## src/rtl/sine_quarter_lut.sv

```systemverilog
// Quarter-wave sine ROM with quadrant folding; one-cycle registered output in
// offset binary.
module sine_quarter_lut #(
    parameter int SAMPLE_W = 12,
    parameter int PHASE_W  = 16,
    parameter int LUT_W    = 8
) (
    input  logic                clk,
    input  logic                reset_n,
    input  logic [PHASE_W-1:0]  phase_i,
    output logic [SAMPLE_W-1:0] sample_o
);

    localparam int  DEPTH   = 1 << LUT_W;
    localparam int  MID     = 1 << (SAMPLE_W - 1);
    localparam real AMP     = real'(MID - 1);
    localparam real HALF_PI = 1.5707963267948966;

    logic [SAMPLE_W-2:0] rom [DEPTH];

    for (genvar g = 0; g < DEPTH; g++) begin : g_rom
        localparam int VAL = $rtoi(AMP * $sin(HALF_PI * real'(g) / real'(DEPTH)) + 0.5);
        assign rom[g] = (SAMPLE_W-1)'(VAL);
    end

    logic [1:0]          quad;
    logic [LUT_W-1:0]    idx;
    logic [SAMPLE_W-2:0] amp;
    logic [SAMPLE_W-1:0] sample_d;
    logic                unused_bits;

    assign unused_bits = ^phase_i;

    always_comb begin
        quad = phase_i[PHASE_W-1 -: 2];
        idx  = phase_i[PHASE_W-3 -: LUT_W];
        if (quad[0]) begin
            idx = ~idx;
        end
        amp = rom[idx];
        if (quad[1]) begin
            sample_d = SAMPLE_W'(MID) - {1'b0, amp};
        end else begin
            sample_d = SAMPLE_W'(MID) + {1'b0, amp};
        end
    end

    always_ff @(posedge clk or negedge reset_n) begin
        if (!reset_n) begin
            sample_o <= '0;
        end else begin
            sample_o <= sample_d;
        end
    end

endmodule

```

## config.mk

```make
export PLATFORM = sky130hd
export DESIGN_NAME = sine_quarter_lut
export DESIGN_NICKNAME = d
export VERILOG_FILES = /design/src/rtl/sine_quarter_lut.sv
export SDC_FILE = /design/constraint.sdc
export NUM_CORES = 1
export LEC_CHECK = 0
export ABC_AREA = 1
export BUFFER_PORTS_ARGS = -buffer_cell sky130_fd_sc_hd__buf_2
export CAP_MARGIN = 30
export CORE_ASPECT_RATIO = 1.25
export CORE_UTILIZATION = 30
export CTS_BUF_LIST = sky130_fd_sc_hd__clkbuf_8
export DETAILED_ROUTE_END_ITERATION = 10
export PLACE_DENSITY = 0.43
export REMOVE_ABC_BUFFERS = 1
export SLEW_MARGIN = 5
export SYNTH_ARGS = -nofsm -noshare
export SYNTH_HDL_FRONTEND = slang
export SYNTH_SLANG_ARGS = --single-unit
export TNS_END_PERCENT = 20
```

## constraint.sdc

```tcl
create_clock -name clk -period 0.95 [get_ports clk]
set_input_delay 0.095 -clock clk [delete_from_list [all_inputs] [get_ports clk]]
set_output_delay 0.095 -clock clk [all_outputs]
set_load 0.05 [all_outputs]
```

== After elaboration in Yosys (flattened, before gate mapping) ==
Memories as Yosys holds them, arrays and structs flattened.
Cells that the tools add are included.

* Add/sub/neg operators: 2
* $lt $le $gt $ge: 1
* Mux-type cells: 4
* Bitwise logic cells: 2

{| class="wikitable"
|+ Operators by type and width
! operator !! count
|-
| $mux W11 || 2
|-
| $add A12 B11 Y12 const A || 1
|-
| $mux W12 || 1
|-
| $sub A12 B11 Y12 const A || 1
|-
| $ge A9 B9 Y1 const B || 1
|-
| $not A8 Y9 || 1
|-
| $mux W8 || 1
|-
| $not A8 Y8 || 1
|}

* Flip-flop bits (word level): 12
* ROM bits: 2816
* Output and inout bits: 12
* Memories: 1

{| class="wikitable"
|+ Memory list
! memory !! depth !! bits a word !! rd ports !! clocked after Yosys merged registers in !! write ports !! RTL line !! source
|-
| (no name shown) || 256 || 11 || 1 || 0 || 0 || 40 || <nowiki>amp = rom[idx];</nowiki>
|}

== Longest topological paths before layout ==
* Depth after elaboration: 8
* Gate-level depth with buffers: 25
* Depth with buffers taken out: 25

== Worst setup path before layout ==
No wires, ideal clock.

* Path type: input port to flip-flop
* Start point: input phase_i[14]
* End point: register sample_o[10]
* Library setup time: 0.113 ns
* Arrival time: 2.497 ns
* Required time: 0.837 ns
* Slack: -1.660 ns
* Cell stages on the path: 25
* Buffers on the path: 1
* Cells stage by stage: buf_6 > nand2_1 > nand2_4 > inv_2 > ha_1 > inv_1 > nand3_1 > o21ai_0 > inv_1 > nor2_1 > nor2_1 > nand2_1 > inv_1 > nand2_1 > nand3_1 > nand2_1 > inv_1 > ha_1 > nand3_1 > nor2_2 > nand2_1 > nand2_1 > nand3_1 > nand2_1 > inv_1

* Longest elaborated chain between the ends: 7

{| class="wikitable"
|+ RTL lines
! item !! RTL line !! source
|-
| start: declaration || 10 || <nowiki>input logic [PHASE_W-1:0] phase_i,</nowiki>
|-
| $mux W8 (*) || 37 || <nowiki>if (quad[0]) begin</nowiki>
|-
| $not A8 Y9 (not written as such) (*) || 40 ||
|-
| $mem_v2 Z256 W11 (*) || - ||
|-
| $mux W11 (not written as such) (*) (2 in series) || 40 ||
|-
| $add A12 B11 Y12 / $sub A12 B11 Y12 (equally long branches) || 44, 42 ||
|-
| $mux W12 (*) || 41 || <nowiki>if (quad[1]) begin</nowiki>
|-
| named net sample_d[10] || 29 || <nowiki>logic [SAMPLE_W-1:0] sample_d;</nowiki>
|-
| end signal: assignment || 52 || <nowiki>sample_o <= sample_d;</nowiki>
|-
| end: declaration || 11 || <nowiki>output logic [SAMPLE_W-1:0] sample_o</nowiki>
|}

Mark *: on every way through the listed nets, which the timed path passes. The rest lies on a longest branch. The select of a mux whose other input is x is not followed.

== Worst setup path in the final report ==
* Start point: input phase_i[14]
* End point: register sample_o[4]

Same word-level chain as after synthesis.

==> metrics.cfg <==
[run_status]
outcome = complete, but fails checks
violations = negative setup slack

[placement]
place_area_um2 = 4770
port_buffers = 23
dp_cells = 976
routabilityCongestion = 0.982
dp_hpwl_um = 13900
preCtsSetupSlack_ns = -1.74

[power]
p_clk_share_pct = 6.5
switching_power_uw = 3520
swShare_pct = 52.5
comb_power_share_pct = 83.6
p_int_uw = 3190
ir_drop_mv = 0.620
power_density_nw_per_um2 = 1100
p_seq_share_pct = 9.9
leakage_uw = 0.00328

[setup_path]
critPathMaxFanout = 6
crit_path_frequent_cell = nand2_1
criticalPathCategory = in2reg
crit_family = simple AND/OR/NAND/NOR gates
critical-path-slowest-cell = ha_4
cp_cell_sequence = buf_12, clkinv_8, nand2_4, nand2_4, buf_6, ha_4, buf_8, nand2_8, nand2_4, nand2_2, nand2_1, nand2_1, nand3_1, nand2_1, nand2_1, nand2_1, nand2_2, inv_2, ha_4, nand3_4, nor2_4, nor2_1, xor2_1, inv_1
worstPathRequired_ns = 1.07
end_kind = flop
crit_arrival_ns = 2.31
slowest_delay_ns = 0.28
start_kind = input port
critPathBufInv = 6

[synthesis]
syn_avg_cell_area_um2 = 5.01
postSynthCellCount = 676
synth_cell_types = 28
syn-cell-area_um2 = 3390
yosysTopAreaCellShare_pct = 35.9
async_flop_share_pct = 100
synth_area_leaders = nand2_1, nand3_1, dfrtp_1, inv_1, ha_1
yosys_warnings = 0
yosysTopAreaCell = nand2_1
yosys_register_bits = 12
synthFlopType = dfrtp_1
ys_seq_area_share_pct = 8.86
synth_edf_count = 0

[timing]
fin_ws_ns = -1.23
tightest_slew_ns = 0.463
rsz0062_at_grt = yes
max_slew_margin_pct = 69.1
fin_crit_ns = 2.18
hold_ws_ns = 0.151
finalSetupViolCount = 12
max_freq_ghz = 0.458
drv_slew = 0
min_period_over_period_pct = 230
hold_viol_final = 0

[final_layout]
top_regs = sample_o (12)
regMostFlops = sample_o
utilization_pct = 55.2
instances_no_fill = 1017
drive_gt1_share_pct = 45.9
largest_reg_flops = 12
area_growth_pct = 79.5
diodes = 0
layout.cells.most_common_list = nand2_1, buf_4, nand3_1
stdcell_area_um2 = 6080
fillCellCount = 1120
fin_nets = 915
layout.cells.most_common = nand2_1

[floorplan]
die_w_um = 97.1
ios = 30
dieHeight_um = 121
start_util_pct = 30.7
rows = 43
core_area_um2 = 11000
die-area_um2 = 11700

[grt]
antenna_found_initial = 0
grt-ovfl-total = 0
grt_pass1_wl_um = 28000
grt_max_degree = 17
grt_pass1_vias = 5341
grt_use_total_pct = 30.6

[clock_tree]
clock-root-buffer = clkbuf_8
cts_buffers = 3
cts.path.max_buffers = 2
cts_tree = built
htree_levels = 1
clkSinkCount = 12
clkTransAtPathRegs_ns = 0.04

[drt]
detail-route-antenna-nets = 0
drc = 0
first_pass_iters = 5
drtIter0Drc = 445
via_per_inst = 5.22
wl_per_cell_um = 17.8
wl_um = 18100
num_vias = 5311

[flow_run]
drv_cap = 0

[min_path]
hold_class = in2reg

==> cell usage after synthesis, types with 4 or more instances <==
cell type and number:
ha_1 13, xor2_1 4, a21oi_1 31, nand2_2 15, o21ai_1 5, inv_2 7
nand4_1 8, dfrtp_1 12, inv_1 47, clkbuf_1 4, buf_6 10, nand2_1 324
buf_2 9, nand3_1 106, nor2_1 39, buf_4 9, o21ai_0 16
==> cell type report <==
cell class                 count  area, um2  share of cell area, %
timing repair buffer         234       1930                   31.7
clock buffer                   3       41.3                  0.679
tap                          135        169                   2.78
sequential                    12        300                   4.94
inverter                      54        233                   3.83
timing repair inverter         1       7.51                  0.123
multi-input combinational    578       3400                   56.0
==> worst paths after layout <==
| path | startpoint | endpoint | slack (ns) | cells past startpoint |
|---|---|---|---|---|
| max in group asynchronous | reset_n | sample_o[3] | 0.48 | 2 |
| min in group asynchronous | reset_n | sample_o[8] | 0.26 | 2 |
| min | phase_i[15] | sample_o[1] | 0.15 | 2 |
| max | phase_i[14] | sample_o[4] | -1.23 | 24 |
==> layer usage <==
metal	vias up	GRT usage [%]	wire [um]	part of all wire, %
met4	0	18.8	1090	6.0
li1	2573	-	-	-
met5	-	0	0	0
met3	71	1.97	842	4.6
met1	2429	34.8	7070	39
met2	238	55.9	9140	50
==> metrics by stage <==
stage / total power (uW) / setup TNS, ns
finish: 6710 / -13.63
floorplan: 3030 / -16.68
global placement: 5120 / -18.60
CTS: 6270 / -13.07
detailed placement: 5080 / -18.91
global route: 7130 / -15.22
==> cells by family after synthesis <==
group	after synthesis	synth area share [%]
xor+xnor	7	2.59
simple gates	500	61.9
flops	12	8.86
fa+ha+maj	13	4.80
compound gates	57	8.72
buf+inv	87	13.2
==> power by group through the flow <==
stage | combinational [uW] | sequential (uW) | clock [uW]
3_5_place_dp | 4410 | 675 | 0
6_report | 5610 | 665 | 436
5_1_grt | 5990 | 679 | 457
4_1_cts | 5160 | 668 | 444
3_3_place_gp | 4450 | 676 | 0
2_1_floorplan | 1880 | 1150 | 0
==> repair_timing <==
item / CTS / global route
endpoints found under the hold margin: 12 / 0
resized for setup: 187 / 70
setup buffers: 28 / 7
pin swaps: 46 / 42
cloned: 3 / 0
setup endpoints to repair: 12 / 12
hold buffers: 1 / 0
(Power assumes the default switching activity.)
